### src/rtl/time_alarm_keeper_pkg.sv
// Shared definitions for the alarm clock: field widths, time limits and the alarm FSM encoding.
package time_alarm_keeper_pkg;

    localparam int HOURS_W = 5;
    localparam int MIN_W   = 6;
    localparam int SEC_W   = 6;

    localparam logic [HOURS_W-1:0] MAX_HOURS   = 5'd23;
    localparam logic [MIN_W-1:0]   MAX_MINUTES = 6'd59;
    localparam logic [SEC_W-1:0]   MAX_SECONDS = 6'd59;

    typedef enum logic [1:0] {
        ST_IDLE     = 2'b00,
        ST_RINGING  = 2'b01,
        ST_SILENCED = 2'b10
    } alarm_state_e;

    // A loaded hours/minutes pair is only accepted when both fields are in range.
    function automatic logic hm_valid(input logic [HOURS_W-1:0] h, input logic [MIN_W-1:0] m);
        return (h <= MAX_HOURS) && (m <= MAX_MINUTES);
    endfunction

endpackage

### src/rtl/time_alarm_keeper_tick_prescaler.sv
// Divides clk down to a one-cycle tick per second and flags the first half of each second.
module tick_prescaler #(
    parameter int TICKS_PER_SEC = 100000000
) (
    input  logic clk,
    input  logic reset,
    input  logic run_en,
    input  logic clear,
    output logic tick,
    output logic first_half
);

    localparam int CNT_W = (TICKS_PER_SEC > 1) ? $clog2(TICKS_PER_SEC) : 1;
    localparam logic [CNT_W-1:0] LAST = CNT_W'(TICKS_PER_SEC - 1);
    localparam logic [CNT_W-1:0] HALF = CNT_W'(TICKS_PER_SEC / 2);

    logic [CNT_W-1:0] cnt_q;
    logic [CNT_W-1:0] cnt_d;

    // A clear (time load) wins over counting so the new second starts from zero.
    always_comb begin
        cnt_d = cnt_q;
        if (clear) begin
            cnt_d = '0;
        end else if (run_en) begin
            cnt_d = (cnt_q == LAST) ? '0 : cnt_q + CNT_W'(1);
        end
    end

    always_ff @(posedge clk or negedge reset) begin
        if (!reset) begin
            cnt_q <= '0;
        end else begin
            cnt_q <= cnt_d;
        end
    end

    assign tick       = run_en && (cnt_q == LAST);
    assign first_half = (cnt_q < HALF);

endmodule

### src/rtl/time_alarm_keeper.sv
// Alarm clock core: HH:MM:SS timekeeping, adjustable alarm registers and the ring/silence FSM.
module time_alarm_keeper
    import time_alarm_keeper_pkg::*;
#(
    parameter int TICKS_PER_SEC = 100000000,
    parameter int RING_SECS     = 60
) (
    input  logic       clk,
    input  logic       reset,
    input  logic       run_en,
    input  logic       load,
    input  logic [1:0] adjusted,
    input  logic [4:0] time_hours_in,
    input  logic [5:0] time_minutes_in,
    input  logic [4:0] alarm_hours_in,
    input  logic [5:0] alarm_minutes_in,
    input  logic       alarm_arm,
    input  logic       alarm_stop,
    output logic [4:0] time_hours,
    output logic [5:0] time_minutes,
    output logic [5:0] time_seconds,
    output logic [4:0] alarm_hours,
    output logic [5:0] alarm_minutes,
    output logic       ringing,
    output logic       alarm_led,
    output logic       sec_tick
);

    localparam int RING_W = (RING_SECS > 1) ? $clog2(RING_SECS + 1) : 1;
    localparam logic [RING_W-1:0] RING_LAST = RING_W'(RING_SECS - 1);

    logic tick;
    logic first_half;
    logic load_time;
    logic load_alarm;
    logic time_commit;
    logic alarm_commit;
    logic time_match;

    logic [HOURS_W-1:0] hours_q, hours_d;
    logic [MIN_W-1:0]   minutes_q, minutes_d;
    logic [SEC_W-1:0]   seconds_q, seconds_d;
    logic [HOURS_W-1:0] al_hours_q, al_hours_d;
    logic [MIN_W-1:0]   al_minutes_q, al_minutes_d;
    logic [RING_W-1:0]  ring_cnt_q, ring_cnt_d;
    alarm_state_e       state_q, state_d;

    assign load_time    = load && adjusted[0];
    assign load_alarm   = load && adjusted[1];
    assign time_commit  = load_time && hm_valid(time_hours_in, time_minutes_in);
    assign alarm_commit = load_alarm && hm_valid(alarm_hours_in, alarm_minutes_in);
    assign time_match   = (hours_q == al_hours_q) && (minutes_q == al_minutes_q);

    tick_prescaler #(
        .TICKS_PER_SEC(TICKS_PER_SEC)
    ) u_prescaler (
        .clk       (clk),
        .reset     (reset),
        .run_en    (run_en),
        .clear     (time_commit),
        .tick      (tick),
        .first_half(first_half)
    );

    // Timekeeping; an accepted time load overrides a tick landing on the same edge.
    always_comb begin
        hours_d   = hours_q;
        minutes_d = minutes_q;
        seconds_d = seconds_q;
        if (time_commit) begin
            hours_d   = time_hours_in;
            minutes_d = time_minutes_in;
            seconds_d = '0;
        end else if (tick) begin
            if (seconds_q == MAX_SECONDS) begin
                seconds_d = '0;
                if (minutes_q == MAX_MINUTES) begin
                    minutes_d = '0;
                    hours_d   = (hours_q == MAX_HOURS) ? '0 : hours_q + 5'd1;
                end else begin
                    minutes_d = minutes_q + 6'd1;
                end
            end else begin
                seconds_d = seconds_q + 6'd1;
            end
        end
    end

    always_comb begin
        al_hours_d   = al_hours_q;
        al_minutes_d = al_minutes_q;
        if (alarm_commit) begin
            al_hours_d   = alarm_hours_in;
            al_minutes_d = alarm_minutes_in;
        end
    end

    // Ring duration only advances on seconds spent ringing; tick is already gated by run_en.
    always_comb begin
        ring_cnt_d = '0;
        if (state_q == ST_RINGING) begin
            ring_cnt_d = tick ? ring_cnt_q + RING_W'(1) : ring_cnt_q;
        end
    end

    always_ff @(posedge clk or negedge reset) begin
        if (!reset) begin
            hours_q      <= '0;
            minutes_q    <= '0;
            seconds_q    <= '0;
            al_hours_q   <= '0;
            al_minutes_q <= '0;
            ring_cnt_q   <= '0;
        end else begin
            hours_q      <= hours_d;
            minutes_q    <= minutes_d;
            seconds_q    <= seconds_d;
            al_hours_q   <= al_hours_d;
            al_minutes_q <= al_minutes_d;
            ring_cnt_q   <= ring_cnt_d;
        end
    end

    always_ff @(posedge clk or negedge reset) begin
        if (!reset) begin
            state_q <= ST_IDLE;
        end else begin
            state_q <= state_d;
        end
    end

    // SILENCED holds until the matched minute passes, so the alarm cannot re-trigger inside it.
    always_comb begin
        state_d = state_q;
        case (state_q)
            ST_IDLE: begin
                if (time_match && (seconds_q == '0) && alarm_arm && run_en) begin
                    state_d = ST_RINGING;
                end
            end
            ST_RINGING: begin
                if (alarm_stop || !alarm_arm || (tick && (ring_cnt_q == RING_LAST))) begin
                    state_d = ST_SILENCED;
                end
            end
            ST_SILENCED: begin
                if (!time_match) begin
                    state_d = ST_IDLE;
                end
            end
            default: state_d = ST_IDLE;
        endcase
        if (load_alarm) begin
            state_d = ST_IDLE;
        end else if (load_time && (state_q == ST_RINGING)) begin
            state_d = ST_SILENCED;
        end
    end

    always_comb begin
        ringing   = (state_q == ST_RINGING);
        alarm_led = ringing && first_half;
        sec_tick  = tick;
    end

    assign time_hours    = hours_q;
    assign time_minutes  = minutes_q;
    assign time_seconds  = seconds_q;
    assign alarm_hours   = al_hours_q;
    assign alarm_minutes = al_minutes_q;

endmodule

### config.mk
export PLATFORM = sky130hd
export DESIGN_NAME = time_alarm_keeper
export DESIGN_NICKNAME = d
export VERILOG_FILES = /design/src/rtl/time_alarm_keeper_pkg.sv /design/src/rtl/time_alarm_keeper_tick_prescaler.sv /design/src/rtl/time_alarm_keeper.sv
export SDC_FILE = /design/constraint.sdc
export NUM_CORES = 1
export LEC_CHECK = 0
export ABC_CLOCK_PERIOD_IN_PS = 4000
export CORE_MARGIN = 2
export CORE_UTILIZATION = 55
export CTS_CLUSTER_DIAMETER = 60
export CTS_CLUSTER_SIZE = 25
export DETAILED_ROUTE_END_ITERATION = 12
export HOLD_SLACK_MARGIN = 0.06
export PLACE_DENSITY = 0.85
export SYNTH_ARGS = -nofsm -noshare
export SYNTH_HDL_FRONTEND = slang
export SYNTH_SLANG_ARGS = --single-unit
### constraint.sdc
create_clock -name clk -period 4 [get_ports clk]
set_clock_uncertainty 0.1 [all_clocks]
set_input_delay 1.2 -clock clk [delete_from_list [all_inputs] [get_ports clk]]
set_output_delay 1.2 -clock clk [all_outputs]
set_load 0.02 [all_outputs]
# Yosys cells after proc, flatten, opt, wreduce, memory -nomap -nowiden
# Index checks and enable logic that the tools add are counted.
dict set report totals {
  ff_bits 63
  inputBits 30
  out_inout_bits 31
}
dict set report op_classes {
  n_eq_ne 13
  mux 23
  n_addsub 5
  reduce_logical 26
  magnitude_cmp 5
}
# op n
set ops {}
lappend ops {{$mux 27} 3}
lappend ops {{$mux 6} 9}
lappend ops {{$add 27x1->27 const B} 1}
lappend ops {{$eq 27x27->1 const B} 1}
lappend ops {{$lt 27x26->1 const B} 1}
lappend ops {{$mux 5} 5}
lappend ops {{$add 6x1->6 const B} 3}
lappend ops {{$eq 6x6->1 const B} 3}
lappend ops {{$logic_and 1x1->1} 14}
lappend ops {{$le 6x6->1 const B} 2}
lappend ops {{$le 5x5->1 const B} 2}
lappend ops {{$mux 2} 5}
lappend ops {{$ne 4x4->1 const B} 2}
lappend ops {{$reduce_bool 2->1} 4}
lappend ops {{$eq 6x6->1} 1}
lappend ops {{$logic_not 6->1} 1}
lappend ops {{$pmux 2 s3} 1}
lappend ops {{$reduce_and 3->1} 2}
lappend ops {{$add 5x1->5 const B} 1}
lappend ops {{$eq 5x5->1} 1}
lappend ops {{$eq 5x5->1 const B} 1}
lappend ops {{$ne 4x1->1 const B} 1}
lappend ops {{$eq 2x1->1 const B} 1}
lappend ops {{$eq 2x2->1 const B} 1}
lappend ops {{other kinds (5)} 6}

# Longest topological paths before layout
# Gate-level depths: netlist of the first run.
dict set report logic_depth {
  ltp_word 9
  mapped_depth 8
  depth_no_buf 6
}

# Hierarchy
# Synthesis of the first run repeated with hierarchy kept, for this count alone.
dict set report unflattened {
  hier_cells 396
  area_unflattened_um2 3722.3
}
# mod cells_per_inst instances seq_area_each_um2 area_each_um2
set modules_own_cells {}
lappend modules_own_cells {time_alarm_keeper 205 1 900.9 2021.9}
lappend modules_own_cells {tick_prescaler 191 1 675.6 1700.4}

# Worst setup path after synthesis of the first run
# OpenSTA, ideal clock, no wires.
dict set report synth_path {
  path_type {input-to-output}
  from {input port run_en}
  to {output port sec_tick}
  slack_ps 207
  stages 4
  t_arrival_ps 2493
  cell_sequence {clkbuf_1 -> nand4_1 -> or4_1 -> nor2_1}
}
dict set report synth_via {
  elab_chain_cells 1
}
# element line
set synth_lines {}
lappend synth_lines {{start: declaration} time_alarm_keeper.sv:10} ;# input logic run_en,
lappend synth_lines {{$logic_and 1x1->1} time_alarm_keeper_tick_prescaler.sv:38} ;# assign tick = run_en && (cnt_q == LAST);
lappend synth_lines {{end: declaration} time_alarm_keeper.sv:26} ;# output logic sec_tick
# No other way between the ends.

# Final worst setup path of the first run
# Ends and elaborated chain as after synthesis.

==> results.md, run 1 <==
* H-tree levels at 3
* Final period util at 0.978
* Skew-Pair Late Insertion Delay at 360 ps
* Slowest cell on the critical path: or4_4
* Power per standard cell area at 436 nW/µm²
* Fin crit period at a little under 4000 ps
* Site row count at 29
* Width of the chip at ~85 µm
* Synth warn at 0
* Routed WL at roughly 9900 µm
* R2R Path Start: u_prescaler.cnt_q[25]$_DFFE_PN0P_
* Max-cap violations at 0
* RSZ-0062 raised after global routing: no
* Routed len/inst at around 18 µm
* Final worst slack at a little under 90 ps
* Filler instances at roughly 480
* Syn Nets at 435
* CTS tree: yes
* Pre-CTS setup slack at -440 ps
* Commonest non-fill, non-tap cell in the layout: dfrtp_1
* Syn avg cell area at a little over 9 µm²
* Critical path capture point type: output port
* Sequential power share at 0.408
* Kind of critical path: in -> out
* Gr usage total at 0.289
* Finished Cell Area at between 4000 and 5000 µm²
* Longest Clk Path Bufs at 2
* Commonest cells after routing, fill and taps aside: dfrtp_1, clkdlybuf4s50_1, nand2_1
* Async S/R FF share, synth at 1.00
* EDFF count, synth at 0
* Root Buffer: clkbuf_8
* CP Launch Type: input port
* Nets at approximately 500
* Fraction of layout cells with a size suffix above 1 at 0.108
* CP startpoint: run_en
* DR vias at approximately 3,500
* Clock group share of total power at 0.352
* Combinational share of power at 0.240
* DRT iter0 DRCs at 264
* Vias in the first global route at around 3,400
* NetSw at between 0.0006 and 0.0007 W
* Minimum hold slack at between 400 and 500 ps
* Core ar. at around 6400 µm²
* Inserted Clock Buffers at 9
* Yosys reg bits at 63
* Hold Fails Final Rpt at 0
* Cell internal pwr at roughly 0.0014 W
* Clock-pin slew on the worst setup and hold paths at ~70 ps
* Port bufs at 60
* Biggest cell delay along the critical path at approximately 550 ps
* Dpl hpwl at 7130 µm
* Die Area at 7300 µm²
* Initial antenna violation count at 0
* Final estimated routing congestion in global placement at slightly below 0.9
* Die Height at between 80 and 90 µm
* Max_slew headroom at 0.531
* Drc violations at 0
* Synthesis-to-layout area growth at 26.9%
* Highest ir drop seen on vdd at ~0.30 mV
* Leading area contributor after synthesis: dfrtp_1
* Cell variety after synth at 48
* Tightest Hold Check Type: reg -> reg
* Fmax at roughly 0.26 GHz
* Leakage at around 1.9 nW
* GR Overflow Total at 0
* CP Cell Sequence: clkdlybuf4s50_1 > nand4_1 > or4_4 > nor2_4 > buf_4
* Data arrival, critical path at 2610 ps
* Post-DR vias/cell at 6.43
* Hold path startpoint: u_prescaler.cnt_q[20]$_DFFE_PN0P_
* Hold buffer count at cts at 0
* # IOs at 61
* Sequential share of the synthesized area at 0.432
* Placement Cell Area at about 4400 µm²
* Synth Flop Type: dfrtp_1
* Required time of the critical path at 2700 ps
* Synth top area share at 0.432
* Max Slew Vio Count at 0
* Synth area leaders: dfrtp_1, xnor2_1, o21ai_0
* Fin cells at approximately 550
* Largest net degree at the start of global routing at 48
* Slew @ Worst Pin at slightly below 700 ps
* Ant. Diodes at 0
* # Post-CTS Setup Buffers at 0
* Initial core utilization at 0.571
* CTS sink cnt at 63
* Sw Share at 0.306
* TritonRoute pass-1 iters at 5
* Status: finished, final reports clean
* Util after Layout at 0.725
* Placed cell count at around 530
* Cell count after synthesis at ~400
* Routed Antenna Nets at 0
* Worst Path Max Fanout at 2
* First-pass GRT wire length at between 15,000 and 20,000 µm
* Final Setup Violations at 0
* Synth Cell Area at 3650 µm²
## power groups by stage
stage	combinational, W	clock [W]	sequential [W]
floorplan	0.000218	0	0.000862
global placement	0.000466	0	0.000826
detailed placement	0.000480	0	0.000830
CTS	0.000486	0.000714	0.000821
global route	0.000525	0.000743	0.000835
finish	0.000484	0.000711	0.000823
## cell usage after synthesis, types with 7 or more instances
cell,number
nor4_1,7
o21ai_0,28
nand2_1,34
nor2_1,31
o31ai_1,10
xor2_1,7
mux2_2,11
clkbuf_1,13
a21oi_1,24
or4_1,12
dfrtp_1,63
nor3_1,12
inv_1,14
xnor2_1,21
nand4_1,22
nand3_1,21
## cell type report
type,instances,area (µm²),area share
repair buffers,73,691,0.149
clock buffers,11,151,0.0327
clock inverters,5,104,0.0224
well taps,77,96.3,0.0208
multi-input cells,305,1960,0.423
inverters,14,52.6,0.0114
flip-flops and latches,63,1580,0.341
## logic make-up (layout without fill, tap and decap cells)
| logic type | after synthesis | after routing | share of synthesized area |
|---|---|---|---|
| buffers and inverters | 31 | 103 | 0.0357 |
| DFF | 63 | 63 | 0.432 |
| muxes | 15 | 15 | 0.0449 |
| xor gates and xnor gates | 28 | 28 | 0.0672 |
| AOI/OAI and AO/OA | 85 | 85 | 0.148 |
| adders and majority gates | 6 | 6 | 0.0206 |
| and+or+nand+nor | 171 | 171 | 0.251 |
## repair_timing
item                       in CTS  in global routing
setup endpoints to repair       1                  1
cloned                          0                  0
gates resized for setup         4                  4
## flip-flops by register name, summed over array words and instances, names as in the netlist
| name | cells |
|---|---|
| u_prescaler.cnt_q | 27 |
| alarm_minutes | 6 |
| ring_cnt_q | 6 |
| time_minutes | 6 |
| time_seconds | 6 |
| alarm_hours | 5 |
| time_hours | 5 |
| state_q | 2 |
## critical path, delay by kind of cell
family,cells,cell delay [ps]
AND/OR/NAND/NOR,3,780
buffers and inverters,2,630
## layer usage
metal	track usage	share of wire	vias to the layer above
li1	-	-	1623
met1	0.345	0.40	1709
met2	0.491	0.50	161
met3	0.0730	0.067	29
met4	0.130	0.037	0
met5	0	0	-
## stage by stage
step / setup TNS (ps) / power, W
6_report: 0 / 0.00202
5_1_grt: 0 / 0.00210
4_1_cts: 0 / 0.00202
3_5_place_dp: -440 / 0.00131
3_3_place_gp: -431 / 0.00129
2_1_floorplan: 0 / 0.00108
## path summary, 6_finish.rpt
kind,end,slack (ps),cells after the start
setup reg to reg,time_minutes[2]$_DFFE_PN0P_,890,6
setup / recovery,sec_tick,90,5
hold / removal,u_prescaler.cnt_q[20]$_DFFE_PN0P_,430,1
min in group asynchronous,u_prescaler.cnt_q[21]$_DFFE_PN0P_,650,1
max in group asynchronous,u_prescaler.cnt_q[11]$_DFFE_PN0P_,2210,2
hold reg to reg,u_prescaler.cnt_q[20]$_DFFE_PN0P_,430,1
No activity file was read; power rests on OpenSTA's default activity.
==> run 2, diff against run 1 <==
--- a/config.mk
+++ b/config.mk
@@ -8,7 +8,7 @@
 export ABC_CLOCK_PERIOD_IN_PS = 4000
 export CORE_MARGIN = 2
 export CORE_UTILIZATION = 55
-export CTS_CLUSTER_DIAMETER = 60
+export CTS_CLUSTER_DIAMETER = 120
 export CTS_CLUSTER_SIZE = 25
 export DETAILED_ROUTE_END_ITERATION = 12
 export HOLD_SLACK_MARGIN = 0.06
==> results of run 2 <==
No change in the layout: final DEF, timing and power equal those of run 1.
